<file path="config.mk">
export PLATFORM = sky130hd
export DESIGN_NAME = control_transaccion
export DESIGN_NICKNAME = d
export VERILOG_FILES = /design/src/rtl/control_transaccion.sv
export SDC_FILE = /design/constraint.sdc
export NUM_CORES = 1
export LEC_CHECK = 0
export ABC_AREA = 0
export CAP_MARGIN = 20
export CORE_MARGIN = 4
export CORE_UTILIZATION = 38
export CTS_CLUSTER_DIAMETER = 30
export CTS_CLUSTER_SIZE = 25
export DETAILED_ROUTE_END_ITERATION = 10
export MAX_ROUTING_LAYER = met4
export PLACE_DENSITY = 0.86
export RECOVER_POWER = 100
export SKIP_CTS_REPAIR_TIMING = 1
export SLEW_MARGIN = 20
export SYNTH_ARGS = -nofsm -noshare
export SYNTH_HDL_FRONTEND = slang
export SYNTH_SLANG_ARGS = --single-unit
</file>
<file path="constraint.sdc">
create_clock -name clk -period 2.65 [get_ports clk]
set_clock_uncertainty 0.05 [all_clocks]
set_input_delay 0.3975 -clock clk [delete_from_list [all_inputs] [get_ports clk]]
set_output_delay 0.3975 -clock clk [all_outputs]
set_load 0.01 [all_outputs]
</file>
<file path="src/rtl/control_transaccion.sv">
// rtl/control_transaccion.sv - transaction-layer sequencer: main FIFO to four blue FIFOs by word MSBs
// Optional per-destination packet counters are built when CONTADORES_EN is defined.
module control_transaccion #(
  parameter int DATA_W = 12,
  parameter int UMB_W  = 3,
  parameter int CNT_W  = 8
) (
  input  logic              clk,
  input  logic              reset,
  input  logic              init,
  input  logic [UMB_W-1:0]  umbral_bajo_in,
  input  logic [UMB_W-1:0]  umbral_alto_in,
  input  logic [DATA_W-1:0] fifo_main_data,
  input  logic              fifo_main_empty,
  output logic              fifo_main_pop,
  input  logic [3:0]        fifo_azul_almost_full,
  input  logic [3:0]        fifo_azul_empty,
  output logic [3:0]        fifo_azul_push,
  output logic [DATA_W-1:0] fifo_azul_data,
  output logic [UMB_W-1:0]  umbral_bajo,
  output logic [UMB_W-1:0]  umbral_alto,
  output logic [3:0]        estado,
  output logic              idle,
  input  logic              req,
  input  logic [1:0]        idx,
  output logic [CNT_W-1:0]  salida_contador,
  output logic              valid_contador
);

  typedef enum logic [3:0] {
    S_RESET  = 4'b0001,
    S_INIT   = 4'b0010,
    S_IDLE   = 4'b0100,
    S_ACTIVE = 4'b1000
  } state_t;

  state_t     state, state_next;
  logic [1:0] dest;
  logic       pop;
  logic       push_pending;

  assign dest         = fifo_main_data[DATA_W-1 -: 2];
  assign push_pending = |fifo_azul_push;

  always_ff @(posedge clk or negedge reset) begin
    if (!reset) state <= S_RESET;
    else        state <= state_next;
  end

  // Head-of-line blocking: an almost-full destination stalls the whole stream.
  always_comb begin
    state_next = state;
    pop        = 1'b0;
    unique case (state)
      S_RESET: begin
        if (init) state_next = S_INIT;
      end
      S_INIT: begin
        if (!init) state_next = S_IDLE;
      end
      S_IDLE: begin
        if (init)                  state_next = S_INIT;
        else if (!fifo_main_empty) state_next = S_ACTIVE;
      end
      S_ACTIVE: begin
        pop = !fifo_main_empty && !fifo_azul_almost_full[dest] && !init;
        if (init)                                  state_next = S_INIT;
        else if (fifo_main_empty && !push_pending) state_next = S_IDLE;
      end
      default: state_next = S_RESET;
    endcase
  end

  assign fifo_main_pop = pop;
  assign estado        = state;
  assign idle          = (state == S_IDLE) && fifo_main_empty && (&fifo_azul_empty);

  always_ff @(posedge clk or negedge reset) begin
    if (!reset) begin
      fifo_azul_push <= 4'b0000;
      fifo_azul_data <= '0;
    end else begin
      fifo_azul_push <= pop ? (4'b0001 << dest) : 4'b0000;
      if (pop) fifo_azul_data <= fifo_main_data;
    end
  end

  always_ff @(posedge clk or negedge reset) begin
    if (!reset) begin
      umbral_bajo <= '0;
      umbral_alto <= '0;
    end else if (state == S_INIT) begin
      umbral_bajo <= umbral_bajo_in;
      umbral_alto <= umbral_alto_in;
    end
  end

`ifdef CONTADORES_EN
  logic [CNT_W-1:0] cnt [4];

  // Clearing on INIT entry wins over a push landing on the same edge.
  always_ff @(posedge clk or negedge reset) begin
    if (!reset) begin
      for (int i = 0; i < 4; i++) cnt[i] <= '0;
    end else if (state_next == S_INIT && state != S_INIT) begin
      for (int i = 0; i < 4; i++) cnt[i] <= '0;
    end else begin
      for (int i = 0; i < 4; i++)
        if (fifo_azul_push[i]) cnt[i] <= cnt[i] + 1'b1;
    end
  end

  always_ff @(posedge clk or negedge reset) begin
    if (!reset) begin
      salida_contador <= '0;
      valid_contador  <= 1'b0;
    end else begin
      valid_contador  <= req;
      salida_contador <= req ? cnt[idx] : '0;
    end
  end
`else
  logic unused_contador;
  assign unused_contador = ^{req, idx};
  assign salida_contador = '0;
  assign valid_contador  = 1'b0;
`endif

endmodule
</file>
# ---- After elaboration in Yosys (flattened, before gate mapping)
# Index checks and enable logic that the tools add are counted.
dict set report classes {
  magnitude_cmp 1
  n_mux 11
  n_reduce_logical 12
  n_eq_ne 8
  n_shift 1
}
# operator count
set op_table {}
lappend op_table {{4-bit two-way mux} 7}
lappend op_table {{4-bit one-hot mux with 4 select lines} 1}
lappend op_table {{4-bit AND reduction} 2}
lappend op_table {{3-bit inequality test, second input constant} 2}
lappend op_table {{1-bit logical AND} 5}
lappend op_table {{4-bit by 1-bit == test with 1-bit output, second input constant} 1}
lappend op_table {{4-bit by 2-bit == test with 1-bit output, second input constant} 1}
lappend op_table {{4-bit by 3-bit == test with 1-bit output, second input constant} 1}
lappend op_table {{4-bit == test, second input constant} 1}
lappend op_table {{1-bit logical NOT} 4}
lappend op_table {{2-bit inequality test, second input constant} 2}
lappend op_table {{4-bit OR reduction} 1}
lappend op_table {{1-bit by 2-bit << shifter with 4-bit output, first input constant} 1}
lappend op_table {{2-bit by 3-bit less-than comparator with 1-bit output, second input constant} 1}
lappend op_table {{1-bit binary-select mux with 2-bit select} 1}
lappend op_table {{1-bit two-way mux} 2}
dict set report word_totals {
  output_inout_bits 37
  regBits 26
  wordCells 38
  in_bits 33
}

# ---- Longest topological paths before layout
dict set report depth {
  word_depth 7
  mapped_depth 5
  mapped_depth_nobuf 3
}

# ---- Worst setup path after synthesis
# OpenSTA, ideal clock, no wires.
dict set report synth_path {
  kind {register to register}
  startpoint {register state[2] (netlist: estado[2])}
  endpoint {register fifo_azul_data[2]}
  t_required_ns 2.475
  path_stages_with_launch 6
  synth_period_minus_slack_ns 1.997
  setup_slack_ns 0.653
  t_arrival_ns 1.822
  cell_sequence {dfrtp_1 -> buf_4 -> or4b_4 -> nor3_4 -> buf_6 -> mux2_2}
}
dict set report synth_between {
  elab_chain_len 2
}
# item line_no
set synth_lines {}
lappend synth_lines {{start: declaration} 37} ;# state_t state, state_next;
lappend synth_lines {{start signal: assignment} 47} ;# else state <= state_next;
lappend synth_lines {{4-bit == test} 54} ;# unique case (state)
lappend synth_lines {{1-bit two-way mux} 54}
lappend synth_lines {{net fifo_main_pop} 15} ;# output logic fifo_main_pop,
lappend synth_lines {{end signal: assignment} 84} ;# if (pop) fifo_azul_data <= fifo_main_data;
lappend synth_lines {{end: declaration} 19} ;# output logic [DATA_W-1:0] fifo_azul_data,
# The timed path passes the listed nets, and every way through them passes these cells.
# A chain may end at the register's enable or synchronous reset.

# ---- Worst setup path in the final report
dict set report layout_path {
  startpoint {register state[1] (netlist: estado[1])}
  endpoint {output fifo_main_pop}
}
dict set report layout_between {
  elab_chain_len 2
}
# item line_no
set layout_lines {}
lappend layout_lines {{4-bit == test} 54}
lappend layout_lines {{1-bit two-way mux} 54}
lappend layout_lines {{end: declaration} 15}
# Every way passes these cells.

==> impl_metrics.ini <==
[worst_setup_path]
slowest_stage = or4b_1
crit_fanout = 8
cp.arrival_ns = 1.90
cp-end-kind = output pin
path_class = reg -> out
critPathRequiredTime_ns = 2.20
cpPeakStageDelay_ns = 0.68
cp_cell_sequence = or4b_1 > nor3_4 > clkbuf_1
start_kind = register
cp_top_family = simple AND/OR/NAND/NOR gates
worst-path-buf-inv = 1

[layout]
seq_area_sq_um = 652
drive_gt1_share_pct = 18.5
syn_to_final_growth_pct = 47.6
diodes = 0
finalNetCount = 191
fin_util_pct = 59.2
multi_input_area_sq_um = 494
fin_area_sq_mm = 0.00184
fill_cells = 269

[die]
core_area_sq_mm = 0.00310
rows = 20
die-area_sq_mm = 0.00426
io_pins = 70
start_util_pct = 40.1
die_w_um = 65.2
dieHeight_um = 65.2

[sta]
fin_crit_sh_pct = 88.5
clock.fmax_ghz = 0.427
setup_viol = 0
hold_viol = 0
worstMarginPinSlew_ns = 1.34
report.final.slew_viol_count = 0
rsz0062_at_grt = no
period_needed_ns = 2.34
fin_ws_ns = 0.305
slew_headroom_pct = 9.61

[grt]
grt_overflow = 0
grt_pass1_vias = 1136
grt_max_degree = 17
grt_pass1_wl_um = 4810
antenna_found_initial = 0
grt_usage_pct = 14.8

[worst_hold_path]
hp-class = in -> async

[placed_design]
dp_slack_ns = 0.0612
place_congestion = 0.893
post-dp-hpwl_um = 2390
postPlaceCellArea_sq_mm = 0.00184
port_buffers = 57

[clock_network]
cts_root_buffer = clkbuf_4
cts_max_path_buffers = 2
cts_tree = built
clk_latency_ns = 0.32
cts_buffers = 3
cts.sinks = 26
clk_pin_slew_worst_paths_ns = 0.13
htreeDepth = 1

[synth]
avgSynthCellArea_sq_um = 13.0
synthFlopType = dfrtp_1
ys_async_sr_fraction_pct = 100
yosysSeqAreaShare_pct = 52.4
yosysUniqueCellTypes = 33
synth_seq_cells = 26
yosysWarnings = 0
syn_area_sq_mm = 0.00124
syn_inst = 96
synth_edf_count = 0

[routing]
via_per_inst = 4.94
drt_iter0_markers = 27
dr.pass1.iters = 4
wl_um = 2900
wire_per_inst_um = 14.4
num_vias = 993
ant_nets = 0
drc = 0

[flow_run]
max-cap-violations = 0

[power_and_ir_drop]
peakVddDrop_mv = 0.415
leakagePower_nw = 0.832
power_density_mw_per_mm2 = 566

[status]
status = complete, no violations
-- per-stage QoR --
step / TNS [ns] / total power (W) / instances / hold WS (ns)
6_report: 0 / 0.00104 / 201 / 0.404
5_1_grt: 0 / 0.00111 / 201 / 0.413
4_1_cts: -0.0214 / 0.00109 / 201 / 0.336
3_5_place_dp: 0 / 0.000921 / 197 / 0.449
3_3_place_gp: 0 / 0.000902 / 197 / 0.440
2_1_floorplan: 0 / 0.000717 / 104 / 0.0519
-- where the power goes --
group | internal [W] | total (W) | switching [W]
clock | 0.0000588 | 0.000168 | 0.000109
combinational | 0.000213 | 0.000354 | 0.000141
sequential | 0.000467 | 0.000519 | 0.0000521
-- cell families after synthesis --
family | synth area share [%]
DFF | 52.4
other | 0.301
muxes | 18.9
xor gates and xnor gates | 1.41
AOI/OAI and AO/OA | 5.53
and+or+nand+nor | 12.2
buffers and inverters | 9.35
-- layer usage --
layer,share of wire (%),up-vias,track usage [%]
li1,-,453,-
met1,39,478,16.0
met2,49,55,25.9
met3,10,7,3.76
met4,1.8,0,5.70
met5,0,-,-
-- worst paths after layout --
kind | startpoint | to | slack (ns) | cells after the start
worst max-delay path | estado[1] | fifo_main_pop | 0.31 | 3
worst min-delay path | reset | estado[3] | 0.40 | 1
worst max register to register | estado[2] | umbral_alto[1] | 0.37 | 3
worst min register to register | umbral_alto[2] | umbral_alto[2] | 0.47 | 1
max in group asynchronous | reset | fifo_azul_data[0] | 1.01 | 2
min in group clk | umbral_alto[2] | umbral_alto[2] | 0.47 | 1
-- cells in the mapped netlist, types with 2 or more instances --
cell type	instances	share of area (%)
buf_4	10	6.0
buf_6	2	1.8
dfrtp_1	25	50
inv_1	4	1.2
mux2_2	18	16
nand2_1	2	0.60
nand3_1	2	0.80
nand4_1	2	1.0
nor2_1	3	0.90
nor4_1	2	1.0
nor4b_1	2	1.4
o211ai_1	2	1.2
o21ai_0	2	0.80
-- cell type report --
type,count,share of cell area [%]
clock buffers,4,1.43
inverters,4,0.817
multi-input cells,61,26.9
flip-flops and latches,26,35.5
well taps,44,3.00
repair buffers,62,32.4
-- state kept, by name (all words and copies together), names as in the netlist --
signal,flops
umbral_bajo,3
umbral_alto,3
fifo_azul_data,12
fifo_azul_push,4
estado,4
-- cells in the final DEF (no fill, tap or decap), drive strengths merged, types with 2 or more instances in the layout --
cell type	synthesis	routed
dfrtp	25	25
o21ai	2	2
o211ai	2	2
clkdlybuf4s50	0	30
nor4b	3	3
clkbuf	1	7
mux2	18	18
nor4	2	2
nand3	2	2
conb	1	9
inv	4	4
buf	12	3
nand2	2	2
or2	2	2
dlygate4sd3	0	26
nor2	3	3
nand4	2	2
(Power assumes the default switching activity.)
==> RTL change 1 (same settings) <==
Build with the macro `CONTADORES_EN` defined.
--- a/src/rtl/control_transaccion.sv
+++ b/src/rtl/control_transaccion.sv
@@ -2,2 +2,4 @@
 // Optional per-destination packet counters are built when CONTADORES_EN is defined.
+`define CONTADORES_EN
+
 module control_transaccion #(
Function: changed (Yosys sat finds a counterexample within 4 cycles, from zero or initial values and one cycle with reset low).
==> RTL change 1 against the original RTL <==
- the flow now finishes with violations (max-capacitance violations, max-slew violations)
- largest cell class unchanged
- wire length rose by 130%
- synthesized area rose by 150%
- worst setup slack got worse by 0.27 ns
- power rose to 2.5 times the old value
- cell count rose by 120%
- first-iteration DRC count rose to 2.8 times the old value
- design area rose by 130%
- sequential cell count rose by 41
- combinational power rose by 38%
- critical endpoint unchanged
==> RTL change 1: results (changes against the original RTL) <==
| Metric | Value |
|---|---|
| Most used standard cells in the synthesized netlist | sky130_fd_sc_hd__dfrtp_1, sky130_fd_sc_hd__nor2_1, sky130_fd_sc_hd__xnor2_1, sky130_fd_sc_hd__nand2_1, sky130_fd_sc_hd__xor2_1 (was sky130_fd_sc_hd__dfrtp_1, sky130_fd_sc_hd__mux2_2, sky130_fd_sc_hd__buf_4, sky130_fd_sc_hd__inv_1, sky130_fd_sc_hd__nor2_1) |
| Count of buffers from port buffering | 69 (was 57) |
| Clock edge transition at the registers on the reported setup and hold paths | 0.07 ns (was 0.13 ns) |
| Net count of the finished layout | 380 (was 191) |
| Cell chosen for the clock root | sky130_fd_sc_hd__clkbuf_8 (was sky130_fd_sc_hd__clkbuf_4) |
| Share of cells above drive strength 1 | 0.155 (was 0.185) |
| GR Layer Usage met3 | 0.0347 (was 0.0376) |
| Cell types with the largest area share after synthesis | sky130_fd_sc_hd__dfrtp_1, sky130_fd_sc_hd__nor2_1, sky130_fd_sc_hd__mux4_2 (was sky130_fd_sc_hd__dfrtp_1, sky130_fd_sc_hd__mux2_2, sky130_fd_sc_hd__buf_4) |
| Number of DRC markers in iteration 0 | 76 (was 27) |
| Sequential Power Share | 0.428 (was 0.499) |
| Number of global-route vias before repair | 2372 (was 1136) |
| Cell with the largest stage delay on the worst path | sky130_fd_sc_hd__or4b_4 (was sky130_fd_sc_hd__or4b_1) |
| Maximum VDD drop | 455 µV (was 415 µV) |
| Arrival time at the worst endpoint | 2.17 ns (was 1.90 ns) |
| Via Count | 2238 (was 993) |
| Run status | complete, but fails checks (was completed) |
| Leakage component of the power | 1.93 nW (was 0.832 nW) |
| Number of levels the H-tree was split into | 3 (was 1) |
| Global routing met1 resource utilization | 0.160 (about the same) |
| Largest net degree at the start of global routing | 35 (was 17) |
| Detailed-route vias per instance | 4.97 (was 4.94) |
| Violated checks | max-capacitance violations, max-slew violations |
| Wire length of the first global-routing pass | 10900 µm (was 4810 µm) |
| Slew at the pin closest to its max-slew limit | 1.86 ns (was 1.34 ns) |
| Total instance count after detailed placement | 434 (was 197) |
| Global Route met2 Usage | 0.249 (was 0.259) |
| Share of Yosys cell area claimed by the top area cell type | 0.531 (was 0.503) |
| Fin. max-slew vios | 69 (was 0) |
| Worst path max stage delay | 0.53 ns (was 0.68 ns) |
| Maxcap violations | 2 (was 0) |
| Latest clock arrival within the worst-skew pair | 0.34 ns (was 0.32 ns) |
| Pint | 1.97 mW (was 739 µW) |
| Worst hold path type | flop to flop (was input pin to asynchronous set/reset pin) |
==> RTL change 1: cell count changes in the layout (fill, tap and decap cells not counted), sizes merged, moves of 7 or more <==
cell and delta:
clkbuf +7, conb -9, xor2 +12, nand2 +13
buf +9, dfrtp +41, and2 +9, mux4 +7
dlygate4sd3 +12, xnor2 +16, nor2 +46
==> RTL change 1: logic make-up (layout without fill, tap and decap cells) <==
family,after synthesis,in the layout,synth area share
fa+ha+maj,4,4,0.0161
simple gates,103,103,0.161
xor+xnor,30,30,0.0845
mux,31,31,0.149
compound gates,9,9,0.0205
buf+inv,19,104,0.0286
flops,67,67,0.540
==> RTL change 1: final timing paths <==
path                                   start                  to  slack, ns  cells past startpoint
setup / recovery                   estado[0]       fifo_main_pop       0.03                      5
hold / removal             fifo_azul_data[3]   fifo_azul_data[3]       0.44                      1
hold reg to reg            fifo_azul_data[3]   fifo_azul_data[3]       0.44                      1
setup reg to reg                   estado[0]   fifo_azul_data[7]       0.30                      5
max in group asynchronous              reset      umbral_bajo[2]       0.87                      2
min in group asynchronous              reset  salida_contador[4]       0.56                      2
==> RTL change 1: final cells by class <==
| type | instances | area [µm²] | area share |
|---|---|---|---|
| Timing Repair Buffer | 83 | 772 | 0.186 |
| Inverter | 5 | 18.8 | 0.00452 |
| Clock buffer | 10 | 128 | 0.0307 |
| Multi-Input combinational cell | 177 | 1320 | 0.317 |
| Sequential cell | 67 | 1680 | 0.404 |
| Clock inverter | 6 | 113 | 0.0271 |
| Tap cell | 102 | 128 | 0.0307 |
==> RTL change 1: critical path, delay by kind of cell, from the launching register on <==
family / cells / cell delay [ns]
AOI/OAI and AO/OA: 1 / 0.32
buffers and inverters: 2 / 0.17
DFF: 1 / 0.38
and+or+nand+nor: 2 / 0.96
==> RTL change 1: per-stage QoR <==
stage	cell area (µm²)	power, mW	TNS, ns	setup WS [ns]
after floorplan	3110	1.41	0	0.0436
after global placement	3960	1.66	-0.158	-0.158
after detailed placement	3960	1.68	-0.168	-0.168
after CTS	4200	2.71	-0.497	-0.484
after global routing	4160	2.74	-0.0296	-0.0296
final	4160	2.64	0	0.0340
==> RTL change 1: routing by layer <==
layer  share of wire  vias up
li1                -     1057
met1            0.41     1114
met2            0.53       58
met3           0.046        9
met4          0.0086        0
met5               0        -
==> RTL change 1: power by group through the flow <==
stage                     logic (mW)  registers [mW]  clock network, mW
final                          0.487            1.13               1.02
after detailed placement       0.529            1.15                  0
after CTS                      0.531            1.13               1.05
after global routing           0.525            1.14               1.08
after global placement         0.515            1.14                  0
after floorplan                0.219            1.19                  0
==> RTL change 2 (same flow settings) <==
Made on the original files. `CNT_W`: 8 -> 6.
--- a/src/rtl/control_transaccion.sv
+++ b/src/rtl/control_transaccion.sv
@@ -5,3 +5,3 @@
   parameter int UMB_W  = 3,
-  parameter int CNT_W  = 8
+  parameter int CNT_W  = 6
 ) (
Ports: changed (resized salida_contador); port bits go from 70 to 68. The function was not compared with the original's and may differ.
==> RTL change 2 against the original RTL <==
- worst hold slack got worse by 0.0050 ns
- critical path depth unchanged
- power increased by 1.6%
- critical path type unchanged
- sequential power increased by 0.8%
- design area increased by 0.34%
- via count decreased by 3.3%
- largest power group unchanged
- sequential cell count unchanged
- synthesized area decreased by 1.2%
- worst setup slack got worse by 0.0016 ns
- wire length decreased by 1.1%
==> RTL change 2: results (changes against the original RTL) <==
| Metric | Value |
|---|---|
| TritonCTS buffer count | 3 (unchanged) |
| Count of buffers from port buffering | 57 (unchanged) |
| Initial antenna violation count | 0 (unchanged) |
| Cell chosen for the clock root | sky130_fd_sc_hd__clkbuf_4 (unchanged) |
| Most used standard cells in the synthesized netlist | sky130_fd_sc_hd__dfrtp_1, sky130_fd_sc_hd__mux2_2, sky130_fd_sc_hd__buf_4, sky130_fd_sc_hd__inv_1, sky130_fd_sc_hd__nor2_1 (unchanged) |
| Top reg by flops | fifo_azul_data (unchanged) |
| GRT Resource Usage Total | 0.150 (was 0.148) |
| Slew at the pin closest to its max-slew limit | 1.36 ns (was 1.34 ns) |
| Clock edge transition at the registers on the reported setup and hold paths | 0.13 ns (about the same) |
| Number of DRC markers in iteration 0 | 45 (was 27) |
| Number of global-route vias before repair | 1063 (was 1136) |
| Maxcap violations | 0 (unchanged) |
| Leakage component of the power | 0.852 nW (was 0.832 nW) |
| RD Place Congestion | 0.839 (was 0.893) |
| Placement Cell Area | 0.00182 mm² (was 0.00184 mm²) |
| Net count of the finished layout | 188 (was 191) |
| Worst hold path type | input pin to asynchronous set/reset pin (unchanged) |
| Total wirelength of the detailed-routed design | 2870 µm (was 2900 µm) |
| Cell types with the largest area share after synthesis | sky130_fd_sc_hd__dfrtp_1, sky130_fd_sc_hd__mux2_2, sky130_fd_sc_hd__buf_4 (unchanged) |
| Wire length of the first global-routing pass | 4730 µm (was 4810 µm) |
| Maximum fanout encountered on the critical timing path | 8 (unchanged) |
| Detailed-route vias per instance | 4.85 (was 4.94) |
| Seq/Total Area, Yosys | 0.530 (was 0.524) |
| Share of cells above drive strength 1 | 0.182 (was 0.185) |
| Run status | completed (unchanged) |
| Detailed placer's ending HPWL | 2390 µm (about the same) |
| Synth async-reset ratio | 1.00 (unchanged) |
| Maximum VDD drop | 374 µV (was 415 µV) |
| Worst path max stage delay | 0.67 ns |
## RTL change 2: cell types whose count changed in the layout (fill, tap and decap cells not counted)
cell and change:
sky130_fd_sc_hd__clkdlybuf4s50_1 -1, sky130_fd_sc_hd__clkbuf_1 -2, sky130_fd_sc_hd__mux2_1 +1, sky130_fd_sc_hd__clkbuf_2 -1, sky130_fd_sc_hd__dlymetal6s2s_1 +1, sky130_fd_sc_hd__conb_1 -2
sky130_fd_sc_hd__mux2_2 -1, sky130_fd_sc_hd__dlygate4sd3_1 +1, sky130_fd_sc_hd__clkbuf_8 +1
## RTL change 2: per-stage QoR
stage	power (mW)	instances	util	worst slack, ns	hold slack [ns]
2_1_floorplan	0.714	100	-	0.653	0.0519
3_3_place_gp	0.898	194	0.592	0.0505	0.439
3_5_place_dp	0.915	194	0.592	-0.000981	0.448
4_1_cts	1.11	198	0.604	-0.0331	0.340
5_1_grt	1.14	198	0.599	0.146	0.396
6_report	1.06	198	0.599	0.304	0.399
## RTL change 2: kinds of logic after synthesis
kind of cell    Yosys count  synth area share
compound gates           10            0.0560
buf+inv                  15            0.0824
flops                    26             0.530
simple gates             20             0.123
other cells               1           0.00305
xor+xnor                  2            0.0142
mux                      20             0.191
## RTL change 2: where the power goes
part / switching [mW] / total [mW] / internal (mW)
clock network: 0.108 / 0.192 / 0.0839
registers: 0.0562 / 0.523 / 0.467
logic: 0.134 / 0.343 / 0.208
total: 0.298 / 1.06 / 0.759
## RTL change 2: area by class of cell
type                    instances  area (µm²)
clock buffers                   4        36.3
multi-input cells              59         487
repair buffers                 61         599
fillers                       277        1230
flip-flops and latches         26         652
well taps                      44        55.1
inverters                       4        15.0
## RTL change 2: path summary, 6_finish.rpt
check                                    start           endpoint  slack, ns  depth (start not counted)
worst max-delay path                 estado[1]      fifo_main_pop       0.30                          3
worst min-delay path                     reset     umbral_alto[1]       0.40                          1
worst max register to register       estado[2]     umbral_bajo[0]       0.41                          2
worst min register to register  umbral_alto[0]     umbral_alto[0]       0.45                          1
max in group asynchronous                reset  fifo_azul_data[8]       1.04                          2
min in group clk                umbral_alto[0]     umbral_alto[0]       0.45                          1
## RTL change 2: per-layer routing
layer / global-route usage / up-vias / wire length, µm
met5: - / - / 0
li1: - / 445 / -
met3: 0.0641 / 8 / 323
met4: 0.0923 / 0 / 95
met1: 0.144 / 448 / 1020
met2: 0.246 / 59 / 1420
